<file path="src/rtl/hilo_muldiv_unit.sv">
// hilo_muldiv_unit: iterative radix-2 multiply/divide unit with architectural HI/LO registers.
//
// Ports:
//   clk, reset      - clock; synchronous active-high reset
//   start, op       - request and opcode (0 MULT, 1 MULTU, 2 DIV, 3 DIVU, 4 MTHI, 5 MTLO)
//   src_a, src_b    - operands (src_a is also MTHI/MTLO data)
//   cancel          - abort an in-flight mul/div
//   ready, busy     - ready == !busy; busy while a mul/div iterates
//   done            - one-cycle pulse after a mul/div result lands in HI/LO
//   hi_out, lo_out  - registered HI/LO contents
module hilo_muldiv_unit #(
    parameter int WIDTH = 32
) (
    input  logic             clk,
    input  logic             reset,
    input  logic             start,
    input  logic [2:0]       op,
    input  logic [WIDTH-1:0] src_a,
    input  logic [WIDTH-1:0] src_b,
    input  logic             cancel,
    output logic             ready,
    output logic             busy,
    output logic             done,
    output logic [WIDTH-1:0] hi_out,
    output logic [WIDTH-1:0] lo_out
);

    localparam int CntW = $clog2(WIDTH + 1);

    localparam logic [2:0] OpMult = 3'd0;
    localparam logic [2:0] OpDiv  = 3'd2;
    localparam logic [2:0] OpMthi = 3'd4;
    localparam logic [2:0] OpMtlo = 3'd5;

    typedef enum logic [0:0] {StIdle, StRun} stateE;

    stateE             stateQ, stateD;
    logic [CntW-1:0]   cntQ, cntD;
    logic [WIDTH-1:0]  accHiQ, accHiD;
    logic [WIDTH-1:0]  accLoQ, accLoD;
    logic [WIDTH-1:0]  opndQ, opndD;     // multiplicand or divisor magnitude
    logic              isDivQ, isDivD;
    logic              negResQ, negResD; // negate product / quotient at commit
    logic              negRemQ, negRemD; // remainder takes the dividend's sign
    logic              divZeroQ, divZeroD;
    logic [WIDTH-1:0]  hiQ, hiD;
    logic [WIDTH-1:0]  loQ, loD;
    logic              doneQ, doneD;

    // Operand magnitudes for the request being presented
    logic              signedOp, negA, negB;
    logic [WIDTH-1:0]  magA, magB;

    assign signedOp = (op == OpMult) || (op == OpDiv);
    assign negA     = signedOp && src_a[WIDTH-1];
    assign negB     = signedOp && src_b[WIDTH-1];
    assign magA     = negA ? -src_a : src_a;
    assign magB     = negB ? -src_b : src_b;

    // One radix-2 step, both flavours
    logic [WIDTH:0]    addend, addSum;
    logic [WIDTH:0]    shifted;
    logic [WIDTH-1:0]  diffLow;
    logic              fits;
    logic [WIDTH-1:0]  iterHi, iterLo;

    always_comb begin
        addend  = accLoQ[0] ? {1'b0, opndQ} : {(WIDTH + 1){1'b0}};
        addSum  = {1'b0, accHiQ} + addend;
        shifted = {accHiQ, accLoQ[WIDTH-1]};
        fits    = shifted >= {1'b0, opndQ};
        // Only used when fits, where the true difference is below 2^WIDTH
        diffLow = shifted[WIDTH-1:0] - opndQ;
        if (isDivQ) begin
            iterHi = fits ? diffLow : shifted[WIDTH-1:0];
            iterLo = {accLoQ[WIDTH-2:0], fits};
        end else begin
            iterHi = addSum[WIDTH:1];
            iterLo = {addSum[0], accLoQ[WIDTH-1:1]};
        end
    end

    // Sign correction applied to the final iteration's result
    logic [2*WIDTH-1:0] prodMag, prodFin;
    logic [WIDTH-1:0]   quotFin, remFin;

    always_comb begin
        prodMag = {iterHi, iterLo};
        prodFin = negResQ ? -prodMag : prodMag;
        quotFin = divZeroQ ? {WIDTH{1'b1}} : (negResQ ? -iterLo : iterLo);
        remFin  = negRemQ ? -iterHi : iterHi;
    end

    always_comb begin
        stateD   = stateQ;
        cntD     = cntQ;
        accHiD   = accHiQ;
        accLoD   = accLoQ;
        opndD    = opndQ;
        isDivD   = isDivQ;
        negResD  = negResQ;
        negRemD  = negRemQ;
        divZeroD = divZeroQ;
        hiD      = hiQ;
        loD      = loQ;
        doneD    = 1'b0;
        case (stateQ)
            StIdle: begin
                if (start) begin
                    if (!op[2]) begin
                        stateD   = StRun;
                        cntD     = CntW'(WIDTH);
                        isDivD   = op[1];
                        negResD  = negA ^ negB;
                        negRemD  = negA;
                        divZeroD = op[1] && (src_b == '0);
                        accHiD   = '0;
                        // Multiply shifts the multiplier out of LO; divide shifts the dividend
                        accLoD   = op[1] ? magA : magB;
                        opndD    = op[1] ? magB : magA;
                    end else if (op == OpMthi) begin
                        hiD = src_a;
                    end else if (op == OpMtlo) begin
                        loD = src_a;
                    end
                end
            end
            StRun: begin
                if (cancel) begin
                    stateD = StIdle;
                    cntD   = '0;
                end else if (cntQ == CntW'(1)) begin
                    stateD = StIdle;
                    cntD   = '0;
                    doneD  = 1'b1;
                    if (isDivQ) begin
                        hiD = remFin;
                        loD = quotFin;
                    end else begin
                        hiD = prodFin[2*WIDTH-1:WIDTH];
                        loD = prodFin[WIDTH-1:0];
                    end
                end else begin
                    cntD   = cntQ - CntW'(1);
                    accHiD = iterHi;
                    accLoD = iterLo;
                end
            end
            default: stateD = StIdle;
        endcase
    end

    always_ff @(posedge clk) begin
        if (reset) begin
            stateQ   <= StIdle;
            cntQ     <= '0;
            accHiQ   <= '0;
            accLoQ   <= '0;
            opndQ    <= '0;
            isDivQ   <= 1'b0;
            negResQ  <= 1'b0;
            negRemQ  <= 1'b0;
            divZeroQ <= 1'b0;
            hiQ      <= '0;
            loQ      <= '0;
            doneQ    <= 1'b0;
        end else begin
            stateQ   <= stateD;
            cntQ     <= cntD;
            accHiQ   <= accHiD;
            accLoQ   <= accLoD;
            opndQ    <= opndD;
            isDivQ   <= isDivD;
            negResQ  <= negResD;
            negRemQ  <= negRemD;
            divZeroQ <= divZeroD;
            hiQ      <= hiD;
            loQ      <= loD;
            doneQ    <= doneD;
        end
    end

    assign busy   = (stateQ == StRun);
    assign ready  = ~busy;
    assign done   = doneQ;
    assign hi_out = hiQ;
    assign lo_out = loQ;

endmodule

</file>
<file path="config.mk">
export PLATFORM = sky130hd
export DESIGN_NAME = hilo_muldiv_unit
export DESIGN_NICKNAME = d
export VERILOG_FILES = /design/src/rtl/hilo_muldiv_unit.sv
export SDC_FILE = /design/constraint.sdc
export NUM_CORES = 1
export LEC_CHECK = 0
export CELL_PAD_IN_SITES_DETAIL_PLACEMENT = 1
export CELL_PAD_IN_SITES_GLOBAL_PLACEMENT = 1
export CORE_MARGIN = 1.5
export CORE_UTILIZATION = 40
export CTS_CLUSTER_DIAMETER = 80
export CTS_CLUSTER_SIZE = 16
export DETAILED_ROUTE_END_ITERATION = 16
export DONT_BUFFER_PORTS = 1
export HOLD_SLACK_MARGIN = 0.06
export PLACE_DENSITY = 0.79
export SLEW_MARGIN = 25
export SYNTH_ARGS = -nofsm -noshare
export SYNTH_HDL_FRONTEND = slang
export SYNTH_SLANG_ARGS = --single-unit
</file>
<file path="constraint.sdc">
create_clock -name clk -period 8.2 [get_ports clk]
set_input_delay 0.82 -clock clk [delete_from_list [all_inputs] [get_ports clk]]
set_output_delay 0.82 -clock clk [all_outputs]
set_load 0.01 [all_outputs]
</file>
## Word-level counts from Yosys, hierarchy flattened

Index checks and enable logic that the tools add are counted.

| operators by class | value |
|---|---|
| add/sub/neg operators | 8 |
| $lt $le $gt $ge | 1 |
| equal/unequal tests | 13 |
| mux-type cells | 48 |
| bitwise logic cells | 3 |
| reduce and logical (&&, ||, !) cells | 12 |

Operators by type and width:

| operator | number |
|---|---|
| 2-to-1 mux 32 bit | 32 |
| one-hot mux 32 bit (2 select lines) | 4 |
| negation 32 bit | 4 |
| 2-to-1 mux 64 bit | 1 |
| negation 64 bit | 1 |
| adder 32 x 32 -> 33 bit | 1 |
| >= comparator 33 x 32 -> 1 bit | 1 |
| zero test 32 bit | 1 |
| subtractor 32 bit | 1 |
| 2-to-1 mux 6 bit | 4 |
| != test 2 bit, second input constant | 6 |
| one-hot mux 6 bit (2 select lines) | 1 |
| == test 3 bit, second input constant | 2 |
| == test 6 x 1 -> 1 bit, second input constant | 1 |
| != test 2 x 1 -> 1 bit, second input constant | 3 |
| AND reduction 6 bit | 1 |
| subtractor 6 x 1 -> 6 bit, second input constant | 1 |
| 2-to-1 mux 1 bit | 5 |
| AND reduction 5 bit | 1 |
| AND reduction 4 bit | 1 |
| == test 3 x 2 -> 1 bit, second input constant | 1 |
| logical AND 1 bit | 3 |
| zero test 3 bit | 1 |
| AND reduction 3 bit | 1 |
| other kinds (6) | 7 |

| storage, ports and cells | value |
|---|---|
| register bits after elaboration | 172 |
| input port bits | 71 |
| output and inout port bits | 67 |

## Logic depth before layout (Yosys ltp)

Gate-level depths: netlist (run 1).

| depth | value |
|---|---|
| word-level depth | 10 |
| gate-level depth with buffers | 23 |
| gate-level depth less buffers | 21 |

## Worst setup path after synthesis (run 1)

Ideal clock, no wire load.

| path | value |
|---|---|
| path kind | flip-flop to flip-flop |
| start point | reg isDivQ |
| end point | reg hiQ[10] (netlist: hi_out[10]) |
| setup time | 0.115 ns |
| data arrival time | 5.326 ns |
| setup slack | 2.759 ns |
| cell stages (with the launch flop) | 23 |
| buffers on the path | 9 |
| period minus slack after synthesis | 5.441 ns |
| path through | dfxtp_1 -> clkbuf_1 -> clkbuf_1 -> buf_2 -> buf_2 -> buf_2 -> buf_2 -> buf_2 -> buf_1 -> clkbuf_1 -> mux2i_1 -> ha_1 -> o211ai_1 -> nand3b_1 -> nor3_1 -> nand3_1 -> o21ai_1 -> a21oi_1 -> or2_2 -> nor3_1 -> a21oi_1 -> xnor2_1 -> a2111oi_0 |

| between the ends | value |
|---|---|
| word-level cells in the longest chain between the ends | 7 |
| elaborated cells on any way between the ends | 10 |
| classes of those cells | 2 x add/sub; 8 x mux |

RTL lines:

| item | RTL line | RTL |
|---|---|---|
| from (decl) | 42 | `logic isDivQ, isDivD;` |
| from (signal assigned) | 173 | `isDivQ <= isDivD;` |
| 2-to-1 mux 32 bit | 74 | `if (isDivQ) begin` |
| negation 64 bit / negation 32 bit (equally long branches) | 89, 91 |  |
| 2-to-1 mux 64 bit / 2-to-1 mux 32 bit (equally long branches) | 89, 91 |  |
| 2-to-1 mux 32 bit (*) | 136 | `if (isDivQ) begin` |
| 2-to-1 mux 32 bit (*) | 132 | `end else if (cntQ == CntW'(1)) begin` |
| 2-to-1 mux 32 bit (*) | 129 | `if (cancel) begin` |
| one-hot mux 32 bit (2 select lines) (*) | 107 | `case (stateQ)` |
| to (signal assigned) | 177 | `hiQ <= hiD;` |
| to (decl) | 46 | `logic [WIDTH-1:0] hiQ, hiD;` |

Mark *: on every way between the ends. The rest lies on a longest branch, timed or not. The select of a mux whose other input is x is not followed.
A chain may end at the register's enable or synchronous reset.

## Worst setup path in the final report (run 1)

| path | value |
|---|---|
| start point | reg accHiQ[13] |
| end point | reg hiQ[10] (netlist: hi_out[10]) |

| between the ends | value |
|---|---|
| word-level cells in the longest chain between the ends | 9 |
| elaborated cells on any way between the ends | 12 |
| classes of those cells | 2 x add/sub; 1 x order compare; 9 x mux |

RTL lines:

| item | RTL line | RTL |
|---|---|---|
| from (decl) | 39 | `logic [WIDTH-1:0] accHiQ, accHiD;` |
| from (signal assigned) | 170 | `accHiQ <= accHiD;` |
| >= comparator 33 x 32 -> 1 bit (*) | 71 | `fits = shifted >= {1'b0, opndQ};` |
| 2-to-1 mux 32 bit | 75 | `iterHi = fits ? diffLow : shifted[WIDTH-1:0];` |
| 2-to-1 mux 32 bit | 74 |  |
| negation 64 bit / negation 32 bit (equally long branches) | 89, 91 |  |
| 2-to-1 mux 64 bit / 2-to-1 mux 32 bit (equally long branches) | 89, 91 |  |
| 2-to-1 mux 32 bit (*) | 136 |  |
| 2-to-1 mux 32 bit (*) | 132 |  |
| 2-to-1 mux 32 bit (*) | 129 |  |
| one-hot mux 32 bit (2 select lines) (*) | 107 |  |

Marked as above.

==> run_results.csv, run 1 <==
group,metric,value,unit
cts,clk_latency,480,ps
cts,ctsHoldBuffers,0,
die,core_area,39500,um^2
die,die_w,203,um
worst_hold_path,holdCritPathClass,"input port to flip-flop",
cts,numCtsBuffers,17,
logic_synthesis,synth_top_family_by_area,"compound AO/OA/AOI/OAI gates",
cells_and_area,diodes,0,
setup_path,path_cells,"ha_1, and4_1, and4_1, a221oi_1, a21o_1, nand2_2, nor2_1, o21bai_1, ha_1, o211ai_1, nand3b_1, nor3_1, nand3_1, o21ai_1, a21oi_1, or2_2, nor3_1, a21oi_1, xnor2_1, a2111oi_0",
cts,path_clk_slew,80,ps
die,die_h,203,um
cells_and_area,final_cell_mix,"263 x nor2_1, 249 x a21oi_1, 244 x nand2_1",
pwr,power_frac_clock,33.1,%
job,maxCapViolCount,0,
pwr,p_switching,1.03,mW
timing,hold_ws,434,ps
outcome,status,"finished, final reports clean",
global_route,grt_pass1_vias,17200,
cts,clk_path_buf_depth,2,
routing,wl,71800,um
pwr,power,2.64,mW
setup_path,startpoint,"accHiQ[13]",
setup_path,cpPeakStageDelay,580,ps
timing,slew_headroom,29.1,%
routing,drc,0,
setup_path,cpMaxStageDelayCell,"a21o_1",
global_route,grt_pass1_wl,108000,um
placement,port_buffers,0,
logic_synthesis,syn_avg_cell_area,7.10,um^2
setup_path,crit_arrival,6750,ps
timing,finalCriticalPeriod,6380,ps
die,pin_count,138,
routing,via_per_inst,6.57,
pwr,seqPwrFrac,35.3,%
timing,setup_viol,0,
cts,root_buffer,"clkbuf_16",
logic_synthesis,synth_xor_area_share,8.38,%
placement,gp_congestion,0.979,
logic_synthesis,synth_cell_types,89,
logic_synthesis,syn_inst,2252,
timing,finalHoldViolations,0,
logic_synthesis,yosys.area.top_type,"dfxtp_1",
cells_and_area,layout_commonest_cell,"nor2_1",
logic_synthesis,ys.flop_type,"dfxtp_1",
setup_path,cp.required,8570,ps
routing,drt_iter0_drc,1738,
cells_and_area,design_area,16900,um^2
routing,routedWlPerCell,26.6,um
setup_path,start_kind,"flip-flop",
die,rows,73,
pwr,max-vdd-ir-drop,144,uV
timing,fin_crit_sh,77.8,%
logic_synthesis,synth-edff-count,0,
routing,num_vias,17700,
timing,drv_slew,0,
cts,cts_sinks,172,
die,die_area,41200,um^2
cells_and_area,area_growth,5.81,%
setup_path,critical_path_class,"flip-flop to flip-flop",
setup_path,timing.rr.start,"accHiQ[13]",
setup_path,crit_path_end_kind,"flip-flop",
logic_synthesis,yosysSeqAreaShare,21.5,%
cts,cts_setup_buffers,0,
logic_synthesis,synth_fa_ha_area_share,5.73,%
logic_synthesis,synth_area_leaders,"dfxtp_1 22%, a21oi_1 7.8%, nor2_1 6.2%, nand2_1 5.8%, ha_1 5.5%",
global_route,grt_max_degree,157,
routing,dr.pass1.iters,5,
worst_hold_path,worstHoldStart,"reset",
logic_synthesis,syn-cell-area,16000,um^2
routing,ant_nets,0,
timing,tightest_slew,1060,ps
timing,setup_ws,1820,ps
global_route,overflow,0,
cells_and_area,fin_nets,2300,
timing,setup_tns,0,ps
timing,rsz0062_at_grt,"no",
pwr,intPower,1.60,mW
setup_path,crit_fanout,13,
pwr,power_leakage,6.34,nW
pwr,pwr-share-comb,31.7,%
placement,dpl-instance-area,16300,um^2
cts,h-tree-depth,4,
cells_and_area,final_layout_size_suffix_gt1_share,5.39,%
global_route,track_usage,34.4,%
logic_synthesis,synth_compound_area_share,29.9,%
logic_synthesis,synth-seq-cells,172,
cts,post_cts_resize_count,0,
logic_synthesis,synthSimpleGateAreaFrac,24.9,%
placement,dp_slack,2010,ps
logic_synthesis,synthArstFlopShare,0,%
placement,hpwlAfterDp,55100,um
logic_synthesis,syn-num-nets,2395,
timing,finalClockSkew,22.3,ps
global_route,antenna_found_initial,1,
logic_synthesis,yosysWarnings,0,
logic_synthesis,netlist.area_leader.share,21.5,%
pwr,swShare,39.2,%
cts,cts_tree,"done",
timing,max_freq,157,MHz
pwr,power_density,156,nW/um^2
die,start_util,40.4,%
logic_synthesis,muxShareOfSynthArea,3.80,%
[layout make-up]
cell class / instances / area [um^2]
fill: 5028 / 22600
multi-input combinational: 1845 / 11600
sequential: 172 / 3450
tap: 525 / 657
clock buffer: 20 / 468
inverter: 90 / 338
timing repair buffer: 31 / 233
clock inverter: 12 / 126
[per-stage QoR]
| stage | utilization (%) | std cells |
|---|---|---|
| after floorplan | - | 2252 |
| after global placement | 41.3 | 2663 |
| after detailed placement | 41.3 | 2663 |
| after CTS | 42.8 | 2695 |
| after global routing | 42.8 | 2695 |
| final | 42.8 | 2695 |
[power by group through the flow]
stage / clock network (mW) / logic, mW / registers (mW)
floorplan: 0 / 0.586 / 0.925
global placement: 0 / 0.796 / 0.944
detailed placement: 0 / 0.810 / 0.947
CTS: 0.869 / 0.817 / 0.928
global route: 0.909 / 0.891 / 0.935
finish: 0.872 / 0.835 / 0.930
[critical path: cells and delay by family, from the launching register on]
family          cells  cell delay, ps
flops               1             440
xor+xnor            1             140
compound gates      8            2610
fa+ha+maj           2             610
simple gates        9            2440
[final timing paths]
kind	depth (start not counted)	slack, ps	end
worst max-delay path	20	1820	hi_out[10]
worst min-delay path	1	430	hi_out[19]
worst max register to register	20	1820	hi_out[10]
worst min register to register	2	460	opndQ[22]
[logic make-up (layout without fill, tap and decap cells)]
logic type	count (synthesis)	in the layout
simple gates	835	835
compound gates	725	725
buf+inv	235	153
flops	172	172
xor+xnor	153	153
fa+ha+maj	72	72
mux	60	60
[routing by layer]
| layer | up-vias | global-route usage, % | wire (um) |
|---|---|---|---|
| li1 | 8000 | - | - |
| met1 | 8906 | 44.5 | 30200 |
| met2 | 659 | 55.1 | 32900 |
| met3 | 152 | 5.38 | 4800 |
| met4 | 0 | 17.6 | 3870 |
| met5 | - | 0 | 0 |
[registers in the layout (all words and copies together) (netlist names), 6 cells and up]
register,cells
accLoQ,32
opndQ,32
accHiQ,32
cntQ,6
lo_out,32
hi_out,32
[cell usage after synthesis (8+ instances only)]
cell type	n
nor2_1	263
a21oi_1	249
nand2_1	245
dfxtp_1	172
clkbuf_1	108
o21ai_0	108
inv_1	87
xnor2_1	83
ha_1	70
xor2_1	70
nor3_1	63
mux2i_1	55
and2_1	47
o211ai_1	46
a211oi_1	45
nand3_1	42
o221ai_1	37
a31oi_1	29
a21o_1	26
nor4_1	26
a22oi_1	24
or3_1	24
nand4_1	23
o31ai_1	21
buf_1	18
buf_2	17
nand2b_1	15
and3_1	14
o21bai_1	14
or4_1	11
a211o_1	10
a221oi_1	10
nor2b_1	10
o21a_1	10
nor3b_1	9
a31o_2	8
o211a_1	8
(Power assumes the default switching activity.)
==> inputs of run 2 (changes only) <==
Settings changed: PLACE_DENSITY 0.79 to 0.82.
Clock period 8.2 ns to 5.1 ns, I/O delays scaled along.
==> run_results.csv, run 2 (same netlist as run 1, synthesis figures left out) <==
group,metric,value,unit
outcome,status,"finished, final reports clean",
timing,max_freq,204,MHz
setup_path,timing.rr.start,"opndQ[28]",
cells_and_area,final_layout_size_suffix_gt1_share,9.90,%
timing,tightest_slew,1070,ps
timing,hold_ws,101,ps
cts,h-tree-depth,4,
cts,cts_tree,"done",
pwr,power_density,250,nW/um^2
placement,gp_congestion,1.01,
cts,cts_setup_buffers,0,
routing,dr.pass1.iters,6,
placement,dp_slack,32.7,ps
timing,setup_tns,0,ps
timing,finalCriticalPeriod,4910,ps
cts,clk_path_buf_depth,2,
setup_path,start_kind,"flip-flop",
routing,via_per_inst,6.55,
setup_path,cp.required,5520,ps
global_route,antenna_found_initial,4,
cts,root_buffer,"clkbuf_16",
global_route,grt_pass1_vias,18500,
global_route,overflow,0,
setup_path,reg2reg_slack,190,ps
die,rows,73,
cts,cts_sinks,172,
cts,clk_latency,480,ps
global_route,use_met1,41.6,%
setup_path,crit_path_end_kind,"flip-flop",
cells_and_area,area_growth,11.3,%
cells_and_area,n_fill_cell,5046,
pwr,max-vdd-ir-drop,259,uV
setup_path,endpoint,"hi_out[28]",
setup_path,reg2reg_depth,17,
die,die_h,203,um
timing,finalHoldViolations,0,
cts,path_clk_slew,80,ps
cts,ctsHoldBuffers,0,
cells_and_area,layout_commonest_cell,"nor2_1",
cells_and_area,seq_area,3450,um^2
die,die_area,41200,um^2
pwr,power_leakage,6.89,nW
routing,drc,0,
timing,rsz0062_at_grt,"yes",
die,pin_count,138,
timing,finalClockSkew,15.4,ps
setup_path,r2r-end,"hi_out[28]",
timing,fin_crit_sh,96.3,%
cells_and_area,fin_nets,2403,
setup_path,startpoint,"opndQ[28]",
die,core_area,39500,um^2
setup_path,critical_path_class,"flip-flop to flip-flop",
setup_path,path_cells,"inv_1, ha_1, nand4_1, nor4_2, nand2_1, a21o_1, nand2_2, buf_4, mux2_2, mux2i_1, or3b_4, buf_4, nor4_4, buf_4, nor2_1, a311oi_1, a22o_1",
global_route,met2_usage,58.1,%
global_route,grt_max_degree,157,
routing,routedWlPerCell,26.4,um
global_route,track_usage,35.3,%
timing,setup_ws,191,ps
placement,hpwlAfterDp,57000,um
cells_and_area,final_cell_mix,"262 x nor2_1, 249 x a21oi_1, 244 x nand2_1",
timing,drv_slew,0,
setup_path,cpMaxStageDelayCell,"nor4_2",
global_route,grt_pass1_wl,111000,um
routing,num_vias,18300,
worst_hold_path,holdCritPathClass,"input port to flip-flop",
die,start_util,40.4,%
timing,setup_viol,0,
cells_and_area,multi_input_area,11700,um^2
cts,numCtsBuffers,17,
routing,wl,74000,um
job,maxCapViolCount,0,
global_route,gr-usage-met3,7.32,%
die,die_w,203,um
placement,port_buffers,0,
setup_path,crit_arrival,5330,ps
routing,ant_nets,0,
setup_path,crit_fanout,25,
timing,slew_headroom,28.5,%
setup_path,crit_top_cell,"buf_4",
routing,drt_iter0_drc,1666,
global_route,grt_busiest_layer,"met2",
setup_path,cpPeakStageDelay,500,ps
run 2: layout make-up:
cell class	count	area share (%)
Clock inverter	11	0.809
Multi-Input combinational cell	1845	65.7
Sequential cell	172	19.4
Timing Repair Buffer	134	5.82
Inverter	90	1.90
Clock buffer	21	2.71
Tap cell	525	3.69
Antenna cell	1	0.0141
run 2: routing by layer:
layer | part of all wire, % | vias up
met1 | 39 | 9037
li1 | - | 8198
met4 | 7.2 | 2
met2 | 46 | 828
met5 | 0.020 | -
met3 | 7.6 | 255
run 2: report_power, final:
part           switching (mW)  leakage [nW]  internal (mW)
Combinational           0.973          5.18          0.518
Clock                   0.669         0.308          0.793
Sequential             0.0847          1.40           1.41
Total                    1.73          6.89           2.72
run 2: critical path, delay by kind of cell, from the launching register on:
kind                       cells  cell delay, ps
AOI/OAI and AO/OA              3             750
adders and majority gates      1             380
buffers and inverters          4             820
DFF                            1             410
muxes                          2             620
and+or+nand+nor                7            1840
run 2: how the worst min path moves through the flow:
stage,endpoint,slack (ps),start,depth (start not counted)
global placement,opndQ[20],440,opndQ[20],2
detailed placement,opndQ[20],460,opndQ[20],2
finish,hi_out[12],100,reset,1
global route,hi_out[0],100,reset,1
CTS,hi_out[12],110,reset,1
floorplan,divZeroQ,430,divZeroQ,2
run 2: what timing repair did:
| item | in CTS | in global routing |
|---|---|---|
| gates resized for setup | 1 | 7 |
| setup endpoints to repair | 1 | 9 |
| hold endpoints to repair | 0 | 0 |
| pin swaps | 0 | 2 |
run 2: through the flow:
step                cells  util (%)  cell area [um^2]  power, mW
floorplan            2252         -             16000       2.43
global placement     2766      43.3             17100       2.90
detailed placement   2766      43.3             17100       2.95
CTS                  2798      44.9             17800       4.38
global route         2798      45.0             17800       4.58
finish               2799      45.0             17800       4.44
==> inputs of run 3 (changes only) <==
Settings changed: CAP_MARGIN set to 10.
==> results of run 3 <==
Same layout as run 2: the final DEF is identical, and so are final timing and power.
